==> config.mk <==
export PLATFORM = sky130hd
export DESIGN_NAME = serial_frame_ctrl
export DESIGN_NICKNAME = d
export VERILOG_FILES = /design/src/rtl/serial_ctrl_pkg.sv /design/src/rtl/serial_field_shifter.sv /design/src/rtl/serial_frame_ctrl.sv
export SDC_FILE = /design/constraint.sdc
export NUM_CORES = 1
export LEC_CHECK = 0
export CORE_ASPECT_RATIO = 1.25
export CORE_MARGIN = 4
export CORE_UTILIZATION = 57
export CTS_BUF_LIST = sky130_fd_sc_hd__clkbuf_4 sky130_fd_sc_hd__clkbuf_8
export DETAILED_ROUTE_END_ITERATION = 7
export GPL_TIMING_DRIVEN = 0
export PLACE_DENSITY = 0.83
export SLEW_MARGIN = 20
export SYNTH_ARGS = -nofsm -noshare
export SYNTH_HDL_FRONTEND = slang
export SYNTH_SLANG_ARGS = --single-unit
==> constraint.sdc <==
create_clock -name clk -period 3.6 [get_ports clk]
set_input_delay 0.72 -clock clk [delete_from_list [all_inputs] [get_ports clk]]
set_output_delay 0.72 -clock clk [all_outputs]
set_load 0.005 [all_outputs]
==> src/rtl/serial_ctrl_pkg.sv <==
// Shared definitions for the serial frame controller: FSM state encoding,
// default header field widths and the idle level of the serial line.
package serial_ctrl_pkg;

  localparam int unsigned PORT_W_DEF = 2;
  localparam int unsigned CNT_W_DEF  = 4;
  localparam logic        IDLE_LEVEL = 1'b1;

  // PARITY is only reachable when SERIAL_FRAME_PARITY_EN is defined.
  typedef enum logic [2:0] {
    ST_IDLE   = 3'd0,
    ST_PORT   = 3'd1,
    ST_LEN    = 3'd2,
    ST_DATA   = 3'd3,
    ST_PARITY = 3'd4,
    ST_DONE   = 3'd5
  } state_t;

endpackage

==> src/rtl/serial_field_shifter.sv <==
// MSB-first shift-in register for one header field.
// Ports:
//   clk, rst         clock, asynchronous active-low reset
//   i_clr            clear value and bit count
//   i_en             load-enable: shift i_bit in this cycle
//   i_bit            serial bit to shift in
//   o_next_c         field value including the bit being shifted this cycle
//   o_field_full_c   this cycle's shift completes the field
module serial_field_shifter #(
  parameter int unsigned W = 4
) (
  input  logic         clk,
  input  logic         rst,
  input  logic         i_clr,
  input  logic         i_en,
  input  logic         i_bit,
  output logic [W-1:0] o_next_c,
  output logic         o_field_full_c
);

  localparam int unsigned CW = $clog2(W + 1);

  logic [W-1:0]  r_value;
  logic [CW-1:0] r_cnt;
  logic          w_room;

  // Truncating cast drops the oldest bit, so W=1 needs no special case.
  assign o_next_c       = W'({r_value, i_bit});
  assign w_room         = (r_cnt != CW'(W));
  assign o_field_full_c = i_en && (r_cnt == CW'(W - 1));

  // Shift register and bit counter; counting stops once the field is full.
  always_ff @(posedge clk or negedge rst) begin
    if (!rst) begin
      r_value <= '0;
      r_cnt   <= '0;
    end else if (i_clr) begin
      r_value <= '0;
      r_cnt   <= '0;
    end else if (i_en && w_room) begin
      r_value <= o_next_c;
      r_cnt   <= r_cnt + CW'(1);
    end
  end

endmodule

==> src/rtl/serial_frame_ctrl.sv <==
// Serial frame sequencing controller: detects a start bit on the idle-high
// line, captures the port-id and length header fields, forwards exactly LEN
// payload bits and pulses frame_done at the end of each frame.
// Ports:
//   clk, rst     clock, asynchronous active-low reset
//   serial_in    serial line, idle high
//   port_sel     port id of the current/last frame
//   data_out     payload bit, qualified by data_valid
//   data_valid   data_out holds a payload bit
//   busy         controller is not idle
//   frame_done   one-cycle end-of-frame pulse
//   parity_err   (SERIAL_FRAME_PARITY_EN only) even-parity mismatch, valid with frame_done
// Build option: define SERIAL_FRAME_PARITY_EN to add a trailing parity bit.
module serial_frame_ctrl
  import serial_ctrl_pkg::*;
#(
  parameter int unsigned PORT_W = PORT_W_DEF,
  parameter int unsigned CNT_W  = CNT_W_DEF
) (
  input  logic              clk,
  input  logic              rst,
  input  logic              serial_in,
  output logic [PORT_W-1:0] port_sel,
  output logic              data_out,
  output logic              data_valid,
  output logic              busy,
  output logic              frame_done
`ifdef SERIAL_FRAME_PARITY_EN
  ,
  output logic              parity_err
`endif
);

`ifdef SERIAL_FRAME_PARITY_EN
  localparam state_t ST_TAIL   = ST_PARITY;
  localparam logic   TAIL_DONE = 1'b0;
`else
  localparam state_t ST_TAIL   = ST_DONE;
  localparam logic   TAIL_DONE = 1'b1;
`endif

  state_t            r_state;
  logic [PORT_W-1:0] r_port_sel;
  logic [CNT_W-1:0]  r_len_cnt;
  logic              r_data_out;
  logic              r_data_valid;
  logic              r_busy;
  logic              r_frame_done;
`ifdef SERIAL_FRAME_PARITY_EN
  logic              r_par;
  logic              r_parity_err;
`endif

  logic              w_idle;
  logic              w_port_en;
  logic              w_len_en;
  logic [PORT_W-1:0] w_port_next;
  logic              w_port_full;
  logic [CNT_W-1:0]  w_len_next;
  logic              w_len_full;

  assign w_idle    = (r_state == ST_IDLE);
  assign w_port_en = (r_state == ST_PORT);
  assign w_len_en  = (r_state == ST_LEN);

  serial_field_shifter #(.W(PORT_W)) u_port_shift (
    .clk            (clk),
    .rst            (rst),
    .i_clr          (w_idle),
    .i_en           (w_port_en),
    .i_bit          (serial_in),
    .o_next_c       (w_port_next),
    .o_field_full_c (w_port_full)
  );

  serial_field_shifter #(.W(CNT_W)) u_len_shift (
    .clk            (clk),
    .rst            (rst),
    .i_clr          (w_idle),
    .i_en           (w_len_en),
    .i_bit          (serial_in),
    .o_next_c       (w_len_next),
    .o_field_full_c (w_len_full)
  );

  // Frame FSM with registered outputs; pulses default low every cycle.
  always_ff @(posedge clk or negedge rst) begin
    if (!rst) begin
      r_state      <= ST_IDLE;
      r_port_sel   <= '0;
      r_len_cnt    <= '0;
      r_data_out   <= 1'b0;
      r_data_valid <= 1'b0;
      r_busy       <= 1'b0;
      r_frame_done <= 1'b0;
`ifdef SERIAL_FRAME_PARITY_EN
      r_par        <= 1'b0;
      r_parity_err <= 1'b0;
`endif
    end else begin
      r_data_valid <= 1'b0;
      r_frame_done <= 1'b0;
`ifdef SERIAL_FRAME_PARITY_EN
      r_parity_err <= 1'b0;
`endif
      case (r_state)
        ST_IDLE: begin
`ifdef SERIAL_FRAME_PARITY_EN
          r_par <= 1'b0;
`endif
          if (serial_in != IDLE_LEVEL) begin
            r_state <= ST_PORT;
            r_busy  <= 1'b1;
          end else begin
            r_busy  <= 1'b0;
          end
        end
        ST_PORT: begin
`ifdef SERIAL_FRAME_PARITY_EN
          r_par <= r_par ^ serial_in;
`endif
          if (w_port_full) begin
            r_port_sel <= w_port_next;
            r_state    <= ST_LEN;
          end
        end
        ST_LEN: begin
`ifdef SERIAL_FRAME_PARITY_EN
          r_par <= r_par ^ serial_in;
`endif
          if (w_len_full) begin
            r_len_cnt <= w_len_next;
            if (w_len_next == '0) begin
              r_state      <= ST_TAIL;
              r_frame_done <= TAIL_DONE;
            end else begin
              r_state <= ST_DATA;
            end
          end
        end
        ST_DATA: begin
`ifdef SERIAL_FRAME_PARITY_EN
          r_par <= r_par ^ serial_in;
`endif
          r_data_out   <= serial_in;
          r_data_valid <= 1'b1;
          r_len_cnt    <= r_len_cnt - CNT_W'(1);
          // Exit on the last bit so the counter never wraps past zero.
          if (r_len_cnt == CNT_W'(1)) begin
            r_state      <= ST_TAIL;
            r_frame_done <= TAIL_DONE;
          end
        end
`ifdef SERIAL_FRAME_PARITY_EN
        ST_PARITY: begin
          r_parity_err <= r_par ^ serial_in;
          r_frame_done <= 1'b1;
          r_state      <= ST_DONE;
        end
`endif
        ST_DONE: begin
          r_busy  <= 1'b0;
          r_state <= ST_IDLE;
        end
        default: begin
          r_busy  <= 1'b0;
          r_state <= ST_IDLE;
        end
      endcase
    end
  end

  assign port_sel   = r_port_sel;
  assign data_out   = r_data_out;
  assign data_valid = r_data_valid;
  assign busy       = r_busy;
  assign frame_done = r_frame_done;
`ifdef SERIAL_FRAME_PARITY_EN
  assign parity_err = r_parity_err;
`endif

endmodule

==> results.tsv <==
stage	metric	value	unit
status	status	completed	
cells_and_area	layout cells sized above 1	12.21	%
grt	grt ovf	0	
timing	relative slew slack	36.94	%
placed_design	DP HPWL	1845	µm
timing	Final setup violation count	0	
worst_hold_path	hold path startpoint	data_out	
critical_path	delay of the slowest cell on the worst path	0.50	ns
placed_design	Post-Place Cells	148	
clock_tree	Post-CTS Setup Inserts	0	
drt	routed wire length	2386	µm
floorplanning	die footprint	0.002908	mm²
critical_path	Setup Crit Path Kind	reg2out	
critical_path	Worst Setup SP	port_sel[0]	
synthesis	Distinct cells, synth	40	
synthesis	YS warnings	0	
clock_tree	Clock Path Buffers	2	
timing	RSZ-0062 raised after global routing	false	
clock_tree	CTS buffer count	3	
drt	post-route ant nets	0	
drt	via density per instance	6.311	
floorplanning	IO Pins	9	
placed_design	post-place instance area	0.001305	mm²
drt	Vias	953	
cells_and_area	fin area	0.001328	mm²
critical_path	Max FO, Critical Path	2	
grt	overall global routing resource usage	18.40	%
pwr	PwrDens	848.1	mW/mm²
floorplanning	core box area	0.001982	mm²
synthesis	Seq cells post-synth	22	
clock_tree	clock sinks	22	
synthesis	Post-Syn Area per Cell	9.999	µm²
floorplanning	die width	49.04	µm
synthesis	mapped cell area	0.001200	mm²
timing	Max Clk Rate	522.4	MHz
grt	largest net degree at the start of global routing	23	
clock_tree	clk_lat worst skew	0.31	ns
timing	Slew Limit Fails	0	
timing	period utilisation layout	53.18	%
critical_path	kind of end point of the critical path	output port	
clock_tree	TritonCTS clock tree	built	
cells_and_area	ant diodes	0	
grt	first-pass GRT wire length	4202	µm
floorplanning	Die Span Y	59.30	µm
timing	minimum clock period	1.914	ns
floorplanning	row count	18	
synthesis	Synth top area share	45.88	%
critical_path	CP arrival	1.19	ns
pwr	VDD IR max	501.9	µV
critical_path	WP buf/inv	1	
synthesis	commonest register cell after synthesis	dfrtp_1	
critical_path	cell breakdown of the critical path	clkdlybuf4s50_1	
clock_tree	Reg clk slew, reported paths	0.12	ns
floorplanning	Initial Util	60.54	%
critical_path	Top Family by Delay on Critical Path	buffers and inverters	
synthesis	top cells by area, synth	dfrtp_1 46%, ha_1 7.3%, nand3_1 3.8%	
synthesis	number of enable flip-flop cells after synthesis	0	
cells_and_area	fin nets	143	
cells_and_area	Finished Layout Cells	151	
clock_tree	Post-CTS Hold Buffers	0	
synthesis	Mapped Cells	120	
timing	Fin. Hold Viols	0	
critical_path	Critical Path Source Type	flip-flop	
critical_path	slowest CP cell	clkdlybuf4s50_1	
synthesis	post-synth net total	130	
grt	vias in the first global route	950	
timing	Setup TNS	0	ns
drt	initial DRC count	29	
drt	routed length per instance	15.80	µm
grt	antenna violations before repair	0	
clock_tree	H-tree depth	1	
drt	# DRC	0	
placed_design	input/output buffers	8	
critical_path	Critical Path RT	2.88	ns
cells_and_area	area grow syn2layout	10.64	%
run	max cap viols	0	
critical_path	reg2reg start	u_len_shift.r_cnt[0]	
clock_tree	CTS Root Cell	clkbuf_4	
synthesis	most common library cells after synthesis	22 x dfrtp_1, 12 x nand2_1, 9 x inv_1, 9 x nand3_1, 8 x o21ai_0	
timing	skew final	0.005770	ns
synthesis	FFs w/ async S/R, synth	100.0	%
timing	Slew @ Worst Pin	0.9429	ns
synthesis	post-synthesis sequential area ratio	45.88	%
clock_tree	CTS resizes	0	
placed_design	Routability Congestion	0.8363	
drt	DR pass1 iterations	4	
synthesis	Yosys top cell by area	dfrtp_1	
pwr	Leakage	0.5989	nW
worst_hold_path	Hold Path Class	reg2reg	
synthesis	top-count cell post-synth	dfrtp_1	
-- sequential cells by signal (all words and copies together), names as in the netlist --
| signal | flops |
|---|---|
| r_len_cnt | 4 |
| r_state | 3 |
| u_len_shift.r_cnt | 3 |
| u_len_shift.r_value | 3 |
| port_sel | 2 |
| u_port_shift.r_cnt | 2 |
| busy | 1 |
| data_out | 1 |
| data_valid | 1 |
| frame_done | 1 |
| u_port_shift.r_value | 1 |
-- path summary, 6_finish.rpt --
path,end,slack (ns),cells past startpoint
worst max-delay path,port_sel[0],1.69,1
worst min-delay path,data_out,0.52,1
worst max register to register,r_len_cnt[0],1.93,4
worst min register to register,data_out,0.52,1
max in group asynchronous,u_len_shift.r_value[2],2.11,1
min in group asynchronous,u_port_shift.r_cnt[0],0.91,1
-- power breakdown --
part | switching [mW] | internal, mW | leakage, nW | total (mW)
combinational | 0.301 | 0.270 | 0.307 | 0.572
clock | 0.0739 | 0.0392 | 0.0138 | 0.113
sequential | 0.0878 | 0.353 | 0.279 | 0.441
total | 0.463 | 0.663 | 0.599 | 1.13
-- metrics by stage --
stage / total power, mW / worst slack, ns / utilization (%) / hold slack [ns]
finish: 1.126 / 1.686 / 66.98 / 0.5225
global route: 1.217 / 1.638 / 66.98 / 0.5474
CTS: 1.131 / 1.678 / 66.98 / 0.5232
detailed placement: 1.016 / 1.497 / 65.85 / 0.4963
global placement: 0.9786 / 1.592 / 65.85 / 0.4882
floorplan: 0.8365 / 2.074 / - / 0.4244
-- layout by cell type (no fill, tap or decap), drive strengths merged --
master / count
nor2: 6
o31ai: 1
o221ai: 2
a222oi: 1
clkdlybuf4s50: 8
a211o: 1
a211oi: 1
nor2b: 2
nand4: 3
nand2: 12
nand3: 9
a32oi: 1
a31o: 2
dfrtp: 22
a22o: 1
nand3b: 3
nor3: 3
or2: 1
ha: 7
and4b: 1
o311ai: 2
a31oi: 1
clkbuf: 4
a221o: 2
o211ai: 1
o21ai: 8
buf: 5
or3: 1
and2b: 1
inv: 10
a311oi: 1
and4bb: 1
a21oi: 2
nand2b: 2
mux2: 3
-- cell type report --
type | instances | area, µm²
tap | 20 | 25.02
multi-input combinational | 82 | 569.3
fill | 173 | 654.4
clock buffer | 3 | 22.52
timing repair buffer | 8 | 80.08
inverter | 10 | 37.54
sequential | 22 | 550.5
buffer | 6 | 42.54
-- routing by layer --
| metal | up-vias | share of wire [%] | track usage, % |
|---|---|---|---|
| met2 | 9 | 53 | 33.58 |
| met4 | 0 | 1.4 | 7.308 |
| met1 | 482 | 44 | 21.72 |
| met3 | 3 | 2.1 | 2.519 |
| met5 | - | 0 | 0 |
| li1 | 459 | - | - |
-- kinds of logic after synthesis --
logic type                 Yosys count  share of synthesized area, %
and+or+nand+nor                     45                         20.96
AOI/OAI and AO/OA                   27                         16.37
DFF                                 22                         45.88
buffers and inverters               16                         6.672
adders and majority gates            7                         7.299
muxes                                3                         2.815
-- worst reg2reg max path: cells and delay by family (launching register included) --
| family | cells | cell delay [ns] |
|---|---|---|
| and+or+nand+nor | 1 | 0.29 |
| adders and majority gates | 2 | 0.46 |
| DFF | 1 | 0.45 |
| AOI/OAI and AO/OA | 1 | 0.36 |
Power figures use the tool's default switching activity.
==> patch, RTL diff (same flow settings) <==
Re-encode `state_t` (6 states) as one-hot, 6 bits wide.
--- a/src/rtl/serial_ctrl_pkg.sv
+++ b/src/rtl/serial_ctrl_pkg.sv
@@ -9,9 +9,9 @@
   // PARITY is only reachable when SERIAL_FRAME_PARITY_EN is defined.
-  typedef enum logic [2:0] {
-    ST_IDLE   = 3'd0,
-    ST_PORT   = 3'd1,
-    ST_LEN    = 3'd2,
-    ST_DATA   = 3'd3,
-    ST_PARITY = 3'd4,
-    ST_DONE   = 3'd5
+  typedef enum logic [5:0] {
+    ST_IDLE   = 6'b000001,
+    ST_PORT   = 6'b000010,
+    ST_LEN    = 6'b000100,
+    ST_DATA   = 6'b001000,
+    ST_PARITY = 6'b010000,
+    ST_DONE   = 6'b100000
   } state_t;
Check against the original RTL: no difference found for any inputs over 10 cycles, from zero or initial values and one cycle with rst low; not proved beyond that.
==> patch against the unedited design <==
Non-clock buffer count decreased by 4; design area up 2.1%; area after synthesis increased by 0.21%; critical path depth stayed put; wire length decreased by 2.6%; setup slack worse by 9.3 ps; global-route usage is 0.58 points higher; synthesized cell count shrank 0.83%; sequential cell count is 2 higher.
Power is not compared: it rests on default switching activity, and its combinational part moved more than twofold at a synthesized area within 25%.
==> patch: results (changes against the unedited design) <==
metric	value	unit	change
share_of_layout_cells_above_drive_strength_1	10.7	%	-1.5 points
cp.arrival	1200	ps	
worst-r2r-cell-count	5		+1
holdWs	347	ps	-176 ps
clock_skew	4.74	ps	-1.03 ps
insertedDiodeCount	0		unchanged
setup.reg_to_reg.worst_slack	1790	ps	-140 ps
cts.repair_timing.setup_buffer_count	0		unchanged
finish.net_count	142		-0.70%
ctsHtreeMaxLevel	1		unchanged
port-buffer-count	8		unchanged
maxClockFrequency	0.520	GHz	-0.48%
crit_start	data_out$_DFFE_PN0P_		
largest_registers	r_state (5), r_len_cnt (4)		
yosysUniqueCellTypes	34		-15%
slew_headroom	65.5	%	+29 points
r2r-end	u_len_shift.r_cnt[0]$_DFFE_PN0P_		
worst_skew_pair.late_latency	330	ps	+20 ps
synth_sequential_area_ratio	50.1	%	+4.2 points
num-fill-cells	153		-12%
grt_pass1_vias	957		+0.74%
largest_net_degree_at_the_start_of_global_routing	25		+8.7%
grt_pass1_wl	4140	um	-1.5%
worst_setup_path_endpoint	data_out		
vias_per_cell	6.13		-2.9%
total_of_hold_buffers_inserted_after_clock_tree_synthesis	0		unchanged
wl_met3	119	um	+140%
groute.usage.overall	19.0	%	+0.58 points
ir_worst_vdd	0.356	mV	
synth.top_cells.by_count	23 x dfrtp_1, 12 x nand2_1, 10 x inv_1		
outcome	completed		
synth_fp_nets	129		-0.77%
globalRouteMet3Util	4.03	%	+1.5 points
min_path_type	primary input to asynchronous set/reset pin		
post_synth.cell_area_avg	10.1	um^2	+1.1%
detailroute.wirelength.met2	1200	um	-5.2%
route.final.wire_length	2320	um	-2.6%
most_area_consuming_cells_after_synthesis	dfrtp_1 48%, ha_1 7.3%, mux2i_1 5.8%		
grtUsageMet2	32.6	%	-1.0 points
pre_cts_ws	1510	ps	+10.5 ps
postCtsResizedCells	0		unchanged
postSynth.asyncResetShare	100	%	unchanged
drt_first_iter_violations	35		+21%
rd_place_congestion	0.835		-0.19%
placed_area	1310	um^2	+0.19%
vias	925		-2.9%
wl_met1	958	um	-7.7%
placed_cells	147		-0.68%
worst_flop_to_flop_path_startpoint	r_state[0]$_DFFE_PN1P_		
cts-root-to-sink-buffers	2		unchanged
gr-usage-met1	22.2	%	+0.45 points
dpl.hpwl	1720	um	-7.0%
## patch: area by class of cell
type | instances | area, um^2 | area share (%)
Tap cell | 20 | 25.0 | 1.85
Inverter | 11 | 41.3 | 3.05
Buffer | 2 | 10.0 | 0.739
Clock inverter | 1 | 30.0 | 2.22
Sequential cell | 24 | 602 | 44.4
Timing Repair Buffer | 8 | 75.1 | 5.54
Clock buffer | 3 | 22.5 | 1.66
Multi-Input combinational cell | 82 | 549 | 40.5
## patch: cells by family after synthesis
family,count (synthesis),synth area share (%)
AOI/OAI and AO/OA,22,11.2
xor gates and xnor gates,1,0.729
adders and majority gates,7,7.28
buffers and inverters,13,4.27
DFF,24,50.1
muxes,8,6.76
and+or+nand+nor,44,19.7
## patch: report_power, final
| group | total [mW] | internal (mW) | leakage [nW] | switching, mW |
|---|---|---|---|---|
| combinational | 0.227 | 0.104 | 0.287 | 0.123 |
| clock | 0.195 | 0.113 | 0.0279 | 0.0819 |
| sequential | 0.345 | 0.313 | 0.315 | 0.0318 |
